**config.mk**
```make
export PLATFORM = sky130hd
export DESIGN_NAME = hc595_chain_driver
export DESIGN_NICKNAME = d
export VERILOG_FILES = /design/src/rtl/hc595_chain_driver.sv
export SDC_FILE = /design/constraint.sdc
export NUM_CORES = 1
export LEC_CHECK = 0
export CORE_MARGIN = 1.5
export CORE_UTILIZATION = 50
export DETAILED_ROUTE_END_ITERATION = 10
export PLACE_DENSITY_LB_ADDON = 0.25
export SYNTH_ARGS = -nofsm -noshare
export SYNTH_HDL_FRONTEND = slang
export SYNTH_SLANG_ARGS = --single-unit
```
**constraint.sdc**
```tcl
create_clock -name i_clk -period 4.7 [get_ports i_clk]
set_input_delay 1.41 -clock i_clk [delete_from_list [all_inputs] [get_ports i_clk]]
set_output_delay 1.41 -clock i_clk [all_outputs]
set_load 0.01 [all_outputs]
```
**src/rtl/hc595_chain_driver.sv**
```systemverilog
// hc595_chain_driver
// Shifts a WIDTH-bit word into a daisy chain of 74HC595 devices and latches it.
// The FSM walks SH_LO/SH_HI once per bit; CLR pulses SRCLR_n and LATCH strobes RCLK.
// Every pin is a flop fed from the next-state decode, so pins change together
// and no input reaches a pin combinationally.
module hc595_chain_driver #(
    parameter int N_CHIPS    = 2,
    parameter int CLK_DIV    = 4,
    parameter int LSB_FIRST  = 0,
    parameter int LATCH_HOLD = 2
) (
    input  logic                   i_clk,
    input  logic                   i_rst_n,
    input  logic [8*N_CHIPS-1:0]   i_Data,
    input  logic                   i_Valid,
    input  logic                   i_Clear,
    output logic                   o_Ready,
    output logic                   o_Done,
    output logic                   o_SER,
    output logic                   o_SRCLK,
    output logic                   o_RCLK,
    output logic                   o_SRCLR_n
);

    localparam int WIDTH   = 8 * N_CHIPS;
    localparam int CNT_MAX = (CLK_DIV > LATCH_HOLD) ? CLK_DIV : LATCH_HOLD;
    // +1 keeps the counters at least one bit wide when CLK_DIV = LATCH_HOLD = 1
    localparam int DIV_W   = $clog2(CNT_MAX + 1);
    localparam int BIT_W   = $clog2(WIDTH + 1);

    localparam logic [DIV_W-1:0] DIV_LAST  = DIV_W'(CLK_DIV - 1);
    localparam logic [DIV_W-1:0] HOLD_LAST = DIV_W'(LATCH_HOLD - 1);
    localparam logic [BIT_W-1:0] BIT_LAST  = BIT_W'(WIDTH - 1);

    typedef enum logic [2:0] {
        S_IDLE  = 3'd0,
        S_SH_LO = 3'd1,
        S_SH_HI = 3'd2,
        S_CLR   = 3'd3,
        S_LATCH = 3'd4
    } state_t;

    state_t             r_state;
    state_t             w_state_next;
    logic [DIV_W-1:0]   r_div;
    logic [DIV_W-1:0]   w_div_next;
    logic [BIT_W-1:0]   r_bit;
    logic [BIT_W-1:0]   w_bit_next;
    logic [WIDTH-1:0]   r_shreg;
    logic [WIDTH-1:0]   w_shreg_next;
    logic [WIDTH-1:0]   w_shreg_shifted;
    logic               w_ser_bit;

    logic               r_ready;
    logic               r_done;
    logic               r_ser;
    logic               r_srclk;
    logic               r_rclk;
    logic               r_srclr_n;
    logic               w_ready_next;
    logic               w_done_next;
    logic               w_ser_next;
    logic               w_srclk_next;
    logic               w_rclk_next;
    logic               w_srclr_n_next;

    // Shift register advanced by one bit in the configured direction
    always_comb begin
        w_shreg_shifted = r_shreg;
        if (LSB_FIRST != 0) begin
            w_shreg_shifted = {1'b0, r_shreg[WIDTH-1:1]};
        end else begin
            w_shreg_shifted = {r_shreg[WIDTH-2:0], 1'b0};
        end
    end

    // Bit presented on SER is the outgoing end of the next shift-register value
    always_comb begin
        w_ser_bit = 1'b0;
        if (LSB_FIRST != 0) begin
            w_ser_bit = w_shreg_next[0];
        end else begin
            w_ser_bit = w_shreg_next[WIDTH-1];
        end
    end

    // Next-state, divider, bit-counter and shift-register decode
    always_comb begin
        w_state_next = r_state;
        w_div_next   = r_div;
        w_bit_next   = r_bit;
        w_shreg_next = r_shreg;
        case (r_state)
            S_IDLE: begin
                w_div_next = {DIV_W{1'b0}};
                w_bit_next = {BIT_W{1'b0}};
                if (i_Clear) begin
                    w_state_next = S_CLR;
                    w_shreg_next = {WIDTH{1'b0}};
                end else if (i_Valid) begin
                    w_state_next = S_SH_LO;
                    w_shreg_next = i_Data;
                end else begin
                    w_state_next = S_IDLE;
                end
            end
            S_SH_LO: begin
                if (r_div == DIV_LAST) begin
                    w_div_next   = {DIV_W{1'b0}};
                    w_state_next = S_SH_HI;
                end else begin
                    w_div_next = r_div + {{(DIV_W-1){1'b0}}, 1'b1};
                end
            end
            S_SH_HI: begin
                if (r_div == DIV_LAST) begin
                    w_div_next   = {DIV_W{1'b0}};
                    w_shreg_next = w_shreg_shifted;
                    if (r_bit == BIT_LAST) begin
                        w_bit_next   = {BIT_W{1'b0}};
                        w_state_next = S_LATCH;
                    end else begin
                        w_bit_next   = r_bit + {{(BIT_W-1){1'b0}}, 1'b1};
                        w_state_next = S_SH_LO;
                    end
                end else begin
                    w_div_next = r_div + {{(DIV_W-1){1'b0}}, 1'b1};
                end
            end
            S_CLR: begin
                if (r_div == DIV_LAST) begin
                    w_div_next   = {DIV_W{1'b0}};
                    w_state_next = S_LATCH;
                end else begin
                    w_div_next = r_div + {{(DIV_W-1){1'b0}}, 1'b1};
                end
            end
            S_LATCH: begin
                if (r_div == HOLD_LAST) begin
                    w_div_next   = {DIV_W{1'b0}};
                    w_state_next = S_IDLE;
                end else begin
                    w_div_next = r_div + {{(DIV_W-1){1'b0}}, 1'b1};
                end
            end
            default: begin
                w_state_next = S_IDLE;
                w_div_next   = {DIV_W{1'b0}};
                w_bit_next   = {BIT_W{1'b0}};
            end
        endcase
    end

    // Pin values for the state being entered, so the registered pins track the state
    always_comb begin
        w_ready_next   = (w_state_next == S_IDLE);
        w_done_next    = (r_state == S_LATCH) && (w_state_next == S_IDLE);
        w_srclk_next   = (w_state_next == S_SH_HI);
        w_rclk_next    = (w_state_next == S_LATCH);
        w_srclr_n_next = (w_state_next != S_CLR);
        w_ser_next     = 1'b0;
        if ((w_state_next == S_SH_LO) || (w_state_next == S_SH_HI)) begin
            w_ser_next = w_ser_bit;
        end else begin
            w_ser_next = 1'b0;
        end
    end

    // State, counters and shift register
    always_ff @(posedge i_clk or negedge i_rst_n) begin
        if (!i_rst_n) begin
            r_state <= S_IDLE;
            r_div   <= {DIV_W{1'b0}};
            r_bit   <= {BIT_W{1'b0}};
            r_shreg <= {WIDTH{1'b0}};
        end else begin
            r_state <= w_state_next;
            r_div   <= w_div_next;
            r_bit   <= w_bit_next;
            r_shreg <= w_shreg_next;
        end
    end

    // Output pin registers
    always_ff @(posedge i_clk or negedge i_rst_n) begin
        if (!i_rst_n) begin
            r_ready   <= 1'b1;
            r_done    <= 1'b0;
            r_ser     <= 1'b0;
            r_srclk   <= 1'b0;
            r_rclk    <= 1'b0;
            r_srclr_n <= 1'b1;
        end else begin
            r_ready   <= w_ready_next;
            r_done    <= w_done_next;
            r_ser     <= w_ser_next;
            r_srclk   <= w_srclk_next;
            r_rclk    <= w_rclk_next;
            r_srclr_n <= w_srclr_n_next;
        end
    end

    assign o_Ready   = r_ready;
    assign o_Done    = r_done;
    assign o_SER     = r_ser;
    assign o_SRCLK   = r_srclk;
    assign o_RCLK    = r_rclk;
    assign o_SRCLR_n = r_srclr_n;

endmodule

```
==> flow_summary.toml, run 1 <==
[logic_synthesis]
synth_area_um2 = 1664
synth_simple_gate_area_share_pct = 18.20
synthXorXnorAreaFrac_pct = 0
synthFlopType = "dfrtp_1"
ys_ff_latch = 33
synthArstFlopShare_pct = 100.0
synth_fp_nets = 191
ys_types = 42
synth_edf_count = 0
syn_inst = 165
avgSynthCellArea_um2 = 10.09
ys_seq_area_share_pct = 49.77
synth_adder_area_share_pct = 4.511
ys_warn_count = 0
synth_compound_area_share_pct = 21.65
synth_top_family_by_area = "compound AO/OA/AOI/OAI gates"
muxShareOfSynthArea_pct = 0.6767

[sta]
clock-skew-final_ns = 0.01193
finalHoldViolations = 0
worst_slew_pin_slew_ns = 0.8384
relSlewSlack_pct = 43.68
post-route-period-util_pct = 65.99
grt_setup_unrepaired = "no"
period_needed_ns = 3.102
finalSetupTns_ns = 0
setup_violations = 0
drv_slew = 0
clock.fmax_mhz = 322.4

[layout]
antenna_cells = 0
nFillCells = 264
final_area_um2 = 2007
nNetsFinal = 216
final_util_pct = 64.68
final_common_cell = "dfrtp_1"
layout_common_cells = "dfrtp_1, clkdlybuf4s50_1, nor2_1, a21oi_1, a32oi_1"
drive_above_1_share_pct = 8.901
syn_to_final_growth_pct = 20.60

[global_routing]
grt_pass1_vias = 1346
grt_pass1_wl_um = 5789
gr-total-overflow = 0
antenna_found_initial = 0
grt_max_degree = 34
grt_usage_pct = 21.35

[floorplan]
io_pins = 26
die-area_um2 = 3683
initial_core_util_pct = 53.63
die_width_um = 60.69
coreArea_um2 = 3103
row_count = 20
die_h_um = 60.69

[cts]
clk_pin_slew_ns = 0.09
clkLatencyLatePin_ns = 0.33
cts.path.max_buffers = 2
cts_resized = 0
cts_sinks = 33
cts_tree = "yes"
root_buffer = "clkbuf_4"
ctsHoldBuffers = 0
numCtsBuffers = 5
cts_setup_buffers = 0
h-tree-depth = 2

[placed_design]
gp_congestion = 0.8498
dpl_cell_area_um2 = 1939
dp.final_hpwl_um = 2373
io_buffers = 25

[status]
status = "complete, no violations"

[drt]
ant_nets = 0
routed_wl_um = 3410
dr.pass1.iters = 4
dr.first_iter.drc_count = 57
detail_route.wl_per_cell_um = 14.51
drc = 0
vias = 1366
vias_per_cell = 5.813

[worst_setup_path]
path_class = "input port to flop"
crit_path_top_delay_cell = "clkdlybuf4s50_1"
crit_required_ns = 4.92
worstPathCellList = "clkdlybuf4s50_1 -> or2_2 -> a22o_1 -> a211o_1 -> and4b_1"
reg2regPathDepth = 8
critPathMaxStageDelay_ns = 0.74
worst_setup_path_start_kind = "input port"
crit_arrival_ns = 3.32
path_max_fanout = 18
end_kind = "flop"

[flow_run]
cap_violations = 0

[power_and_ir_drop]
powerDensity_nw_per_um2 = 538.4
max-vdd-ir-drop_mv = 0.2266
power_w = 0.001081
p_leak_nw = 0.8287

[min_path]
hold_depth = 1
hold_path_class = "flop to flop"
## metal layers
layer / GRT usage, % / vias up / wire, µm
met5: 0 / - / 0
met4: 9.317 / 0 / 48
met3: 7.036 / 7 / 192
met2: 33.64 / 35 / 1635
met1: 26.90 / 667 / 1533
li1: - / 657 / -
## power breakdown
part | internal (W) | leakage, nW | switching (W)
Sequential | 0.000394 | 0.416 | 0.000100
Combinational | 0.000193 | 0.380 | 0.000234
Clock | 0.0000737 | 0.0326 | 0.0000858
Total | 0.000661 | 0.829 | 0.000420
## worst paths after layout
path / end / start / slack, ns
setup / recovery: o_SER / i_Valid / 1.60
hold / removal: r_div[0] / r_div[0] / 0.48
setup reg to reg: o_SER / r_div[0] / 2.60
hold reg to reg: r_div[0] / r_div[0] / 0.48
max in group asynchronous: o_Ready / i_rst_n / 2.90
min in group asynchronous: r_shreg[14] / i_rst_n / 1.48
## worst max-delay path: cells and delay by family
family          cells  cell delay, ns
compound gates      2            0.54
buf+inv             1            0.74
simple gates        2            0.63
## cell type report
cell class,instances,area [µm²],area share (%)
Multi-Input combinational cell,112,758.2,37.78
Inverter,11,41.29,2.057
Timing Repair Buffer,27,265.3,13.22
Clock buffer,8,58.81,2.930
Sequential cell,33,828.3,41.27
Tap cell,44,55.05,2.743
## flip-flops by register name (all words and copies together), names as in the netlist
register   cells
o_Ready        1
o_RCLK         1
r_state        3
o_SRCLR_n      1
o_SRCLK        1
r_bit          5
o_SER          1
o_Done         1
r_div          3
r_shreg       16
## cells in the mapped netlist (2+ instances only)
library cell | count | share of area (%)
a21oi_1 | 20 | 6.0
nor2_1 | 20 | 4.5
and4b_1 | 2 | 1.2
clkbuf_1 | 3 | 0.68
nand3_1 | 2 | 0.60
a21o_1 | 2 | 0.90
buf_2 | 3 | 0.90
a32oi_1 | 15 | 7.9
and2_1 | 2 | 0.75
nand2_1 | 5 | 1.1
dfrtp_1 | 31 | 47
ha_1 | 6 | 4.5
or3_1 | 2 | 0.75
nor2b_1 | 4 | 1.5
dfstp_2 | 2 | 3.2
o21ai_0 | 7 | 2.1
buf_4 | 2 | 0.90
o2bb2ai_1 | 2 | 1.1
inv_1 | 10 | 2.3
nor3_1 | 3 | 0.90
## logic make-up (layout without fill, tap and decap cells)
kind of cell    Yosys count  after routing
compound gates           53             53
fa+ha+maj                 6              6
buf+inv                  20             46
flops                    33             33
mux                       1              1
simple gates             52             52
## through the flow
stage / hold slack, ns / std cells / setup slack [ns]
after floorplan: 0.4338 / 165 / 2.046
after global placement: 0.4484 / 227 / 1.293
after detailed placement: 0.4678 / 227 / 1.239
after CTS: 0.4840 / 235 / 1.568
after global routing: 0.5057 / 235 / 1.544
final: 0.4765 / 235 / 1.598
(Power assumes the default switching activity.)
==> run 2: changes to the inputs <==
Settings changed: CORE_UTILIZATION 50 to 48.
Clock period 4.7 ns to 2.5 ns, I/O delays scaled along.
==> run 2 against run 1 <==
Compared with the run above:
- wire length is 11% higher
- final cell count is 2.1% higher
- combinational power up 94%
- via count is 0.73% higher
- sequential power up 90%
- critical path type is now flop to flop
- critical endpoint unchanged
==> flow_summary.toml, run 2 (synthesis gave the netlist of run 1 again) <==
[sta]
period_needed_ns = 2.142
clock-skew-final_ns = 0.01775
worst_slew_pin_slew_ns = 0.7003
finalSetupTns_ns = 0
relSlewSlack_pct = 52.58
finalHoldViolations = 0
clock.fmax_mhz = 466.8
drv_slew = 0
post-route-period-util_pct = 85.69
setup_violations = 0
grt_setup_unrepaired = "no"

[worst_setup_path]
crit_arrival_ns = 2.37
worst_setup_path_start_kind = "flop"
rr_startpoint = "r_div[0]"
r2r_end = "o_SER"
crit_path_top_delay_cell = "dfrtp_1"
path_max_fanout = 4
cpLargestDelayFamily = "simple AND/OR/NAND/NOR gates"
path_class = "flop to flop"
reg2regPathDepth = 8
crit_required_ns = 2.73
critPathMaxStageDelay_ns = 0.42
crit_path_start = "r_div[0]"
end_kind = "flop"
worstPathCellList = "ha_1 -> ha_1 -> and3b_1 -> or3_1 -> nand2_1 -> inv_2 -> a211o_1 -> and4b_1"
crit_buf_inv = 1
ff2ff_setup_slack_ns = 0.36
crit_path_frequent_cell = "ha_1"

[layout]
syn_to_final_growth_pct = 22.41
reg_top3 = "r_shreg: 16 flops, r_bit: 5 flops"
nNetsFinal = 219
final_area_um2 = 2037
regMostFlops = "r_shreg"
largest_reg_flops = 16
layout_common_cells = "dfrtp_1, clkdlybuf4s50_1, nor2_1, a21oi_1, a32oi_1"
drive_above_1_share_pct = 10.31
final_common_cell = "dfrtp_1"
antenna_cells = 0

[min_path]
holdPathEnd = "r_div[0]"
hold_path_class = "flop to flop"
hold_depth = 1
hp-start = "r_div[0]"

[placed_design]
dp.final_hpwl_um = 2522
dpl_cell_area_um2 = 1957
gp_congestion = 0.8450
io_buffers = 25

[status]
status = "complete, no violations"

[global_routing]
grt_pass1_wl_um = 5934
grt_usage_pct = 21.47
gr-total-overflow = 0
antenna_found_initial = 0
grt_pass1_vias = 1292
grt_max_degree = 34

[cts]
numCtsBuffers = 5
clk_pin_slew_ns = 0.09
clkLatencyLatePin_ns = 0.35
cts.path.max_buffers = 2
h-tree-depth = 2
cts_setup_buffers = 0
root_buffer = "clkbuf_4"
cts_resized = 0
cts_sinks = 33
cts_tree = "yes"
ctsHoldBuffers = 0

[flow_run]
cap_violations = 0

[drt]
vias_per_cell = 5.733
dr.first_iter.drc_count = 91
drc = 0
vias = 1376
dr.pass1.iters = 4
detail_route.wl_per_cell_um = 15.84
ant_nets = 0
routed_wl_um = 3801

[floorplan]
die-area_um2 = 3829
die_width_um = 61.88
die_h_um = 61.88
coreArea_um2 = 3337
io_pins = 26
initial_core_util_pct = 49.87
row_count = 21

[power_and_ir_drop]
p_leak_nw = 0.8411
max-vdd-ir-drop_mv = 0.5886
power_w = 0.002083
powerDensity_nw_per_um2 = 1023
==> run 2: through the flow <==
stage	std cells	worst slack (ns)	util, %	hold slack [ns]
after floorplan	165	0.5057	-	0.4338
after global placement	231	-0.07867	58.64	0.4537
after detailed placement	231	-0.1716	58.64	0.4689
after CTS	239	0.1208	60.40	0.4864
after global routing	240	0.2436	61.04	0.5013
final	240	0.3577	61.04	0.4849
==> run 2: worst register-to-register path: cells and delay by family, from the launching register on <==
kind,cells,cell delay [ns]
flops,1,0.42
compound gates,1,0.23
simple gates,4,0.86
fa+ha+maj,2,0.47
buf+inv,1,0.05
==> run 2: power by group <==
group	switching, W	internal [W]	total (W)
logic	0.000460	0.000369	0.000829
clock network	0.000178	0.000139	0.000317
registers	0.000196	0.000741	0.000937
total	0.000834	0.00125	0.00208
==> run 2: worst max-delay path by stage <==
stage                  end  slack (ns)  cells past startpoint
2_1_floorplan        o_SER        0.51                      5
3_3_place_gp    r_shreg[0]       -0.08                      4
3_5_place_dp   r_shreg[10]       -0.17                      4
4_1_cts        r_shreg[10]        0.12                      5
5_1_grt              o_SER        0.24                      8
6_report             o_SER        0.36                      8
==> run 2: final cells by class <==
cell class              count  area (µm²)
clock buffers               8       58.81
fillers                   294        1300
multi-input cells         113       770.7
inverters                  11       41.29
flip-flops and latches     33       828.3
repair buffers             29       280.3
well taps                  46       57.56
==> run 2: per-layer routing <==
layer | track usage (%) | vias to the layer above | wire length (µm)
li1 | - | 666 | -
met1 | 29.31 | 670 | 1772
met2 | 31.43 | 33 | 1818
met3 | 6.418 | 7 | 145
met4 | 10.03 | 0 | 64
met5 | 0 | - | 0
==> run 3: changes to the inputs <==
--- a/config.mk
+++ b/config.mk
@@ -10,2 +10,3 @@
 export DETAILED_ROUTE_END_ITERATION = 10
+export GPL_ROUTABILITY_DRIVEN = 0
 export PLACE_DENSITY_LB_ADDON = 0.25
==> constraint.sdc (replaced) <==
create_clock -name i_clk -period 2.5 [get_ports i_clk]
set_input_delay 0.5 -clock i_clk [delete_from_list [all_inputs] [get_ports i_clk]]
set_output_delay 0.5 -clock i_clk [all_outputs]
set_load 0.01 [all_outputs]
==> run 3 against run 2 <==
Compared with the run above:
- sequential share of layout area grew 0.33 points
- via count grew 1.2%
- register-to-register slack lost 0.16 ns
- fmax shrank 6.8%
- utilization shrank 0.49 points
- worst setup slack lost 0.16 ns
- global-route usage shrank 0.33 points
- combinational power shrank 2%
- die area is the same
- critical path type unchanged
- largest power group unchanged
==> flow_summary.toml, run 3 (synthesis gave the netlist of run 1 again) <==
[sta]
worst_slew_pin_slew_ns = 1.106
drv_slew = 0
grt_setup_unrepaired = "no"
clock-skew-final_ns = 0.01220
finalHoldViolations = 0
relSlewSlack_pct = 25.64
hold_ws_ns = 0.4788
period_needed_ns = 2.300
finalSetupTns_ns = 0
clock.fmax_mhz = 434.9
setup_violations = 0
post-route-period-util_pct = 91.98

[layout]
final_common_cell = "dfrtp_1"
nNetsFinal = 218
syn_to_final_growth_pct = 21.43
antenna_cells = 0
stdcell_count = 239
layout_common_cells = "dfrtp_1, clkdlybuf4s50_1, nor2_1, a21oi_1, a32oi_1"
regMostFlops = "r_shreg"
drive_above_1_share_pct = 9.845
reg_top3 = "r_shreg: 16 flops, r_bit: 5 flops"
largest_reg_flops = 16
final_area_um2 = 2021

[drt]
dr.pass1.iters = 4
vias_per_cell = 5.828
vias = 1393
dr.first_iter.drc_count = 72
ant_nets = 0
routed_wl_um = 3672
drc = 0
detail_route.wl_per_cell_um = 15.36

[power_and_ir_drop]
powerDensity_nw_per_um2 = 1016
max-vdd-ir-drop_mv = 0.5114
power_frac_seq_pct = 45.0
p_int_w = 0.001243
clkPwrFrac_pct = 15.3
switchingPower_w = 0.0008097
pwr-share-comb_pct = 39.7
power_w = 0.002053
p_sw_share_pct = 39.44
p_leak_nw = 0.8348

[worst_setup_path]
worstPathCellList = "ha_1 -> ha_1 -> nor2b_1 -> nor4_2 -> a21oi_1"
path_max_fanout = 14
crit_buf_inv = 0
critPathMaxStageDelay_ns = 0.85
crit_path_start = "r_div[0]"
crit_path_top_delay_cell = "nor4_2"
r2r_end = "r_shreg[10]"
worst_setup_path_start_kind = "flop"
ff2ff_setup_slack_ns = 0.20
cpLargestDelayFamily = "simple AND/OR/NAND/NOR gates"
path_class = "flop to flop"
rr_startpoint = "r_div[0]"
crit_path_frequent_cell = "ha_1"
crit_arrival_ns = 2.45
endpoint = "r_shreg[10]"
end_kind = "flop"
reg2regPathDepth = 5
path_depth = 5
crit_required_ns = 2.66

[cts]
root_buffer = "clkbuf_4"
cts_setup_buffers = 0
cts_resized = 0
cts_sinks = 33
cts.path.max_buffers = 2
clkLatencyLatePin_ns = 0.33
numCtsBuffers = 5
ctsHoldBuffers = 0
clk_pin_slew_ns = 0.10
h-tree-depth = 2
cts_tree = "yes"

[floorplan]
io_pins = 26
die_width_um = 61.88
die_h_um = 61.88
die-area_um2 = 3829
initial_core_util_pct = 49.87
coreArea_um2 = 3337
row_count = 21

[status]
status = "complete, no violations"

[global_routing]
grt_pass1_vias = 1274
grt_max_degree = 34
gr-total-overflow = 0
grt_pass1_wl_um = 5837
antenna_found_initial = 0
grt_usage_pct = 21.13

[placed_design]
io_buffers = 25
dpl_cell_area_um2 = 1949
dpl.cell_count = 230
dp.final_hpwl_um = 2502

[min_path]
hold_path_class = "flop to flop"

[flow_run]
cap_violations = 0
==> run 3: worst min-delay path by stage <==
stage / from / endpoint / slack [ns] / cells past startpoint
floorplan: i_rst_n / o_Done / 0.20 / 0
global placement: r_div[0] / r_div[0] / 0.45 / 1
detailed placement: r_div[0] / r_div[0] / 0.47 / 1
CTS: r_div[0] / r_div[0] / 0.48 / 1
global route: r_div[0] / r_div[0] / 0.51 / 1
finish: r_div[0] / r_div[0] / 0.48 / 1
==> run 3: final cells by class <==
type / count / area, µm²
inverter: 11 / 41.29
multi-input combinational: 113 / 762.0
fill: 315 / 1316
clock buffer: 8 / 58.81
sequential: 33 / 828.3
timing repair buffer: 28 / 272.8
tap: 46 / 57.56
==> run 3: power groups by stage <==
stage / clock network [W] / logic, W / registers, W
3_5_place_dp: 0 / 0.000801 / 0.000926
2_1_floorplan: 0 / 0.000642 / 0.000856
5_1_grt: 0.000347 / 0.000924 / 0.000954
4_1_cts: 0.000321 / 0.000804 / 0.000917
6_report: 0.000314 / 0.000814 / 0.000925
3_3_place_gp: 0 / 0.000767 / 0.000918
==> run 3: routing by layer <==
metal,global-route usage [%],vias to the layer above,part of all wire [%]
met3,7.246,5,4.6
li1,-,664,-
met4,5.471,0,0.98
met1,28.61,686,46
met5,0,-,0
met2,32.63,38,48
==> run 3: per-stage QoR <==
stage               util (%)  setup slack, ns
CTS                    60.18           0.1099
floorplan                  -           0.5210
finish                 60.55           0.2004
global placement       58.42           0.1726
detailed placement     58.42           0.1155
global route           60.55          0.06343
==> run 3: worst reg2reg max path, delay by kind of cell (launching register included) <==
kind | cells | cell delay [ns]
and+or+nand+nor | 2 | 1.03
adders and majority gates | 2 | 0.54
DFF | 1 | 0.39
AOI/OAI and AO/OA | 1 | 0.16
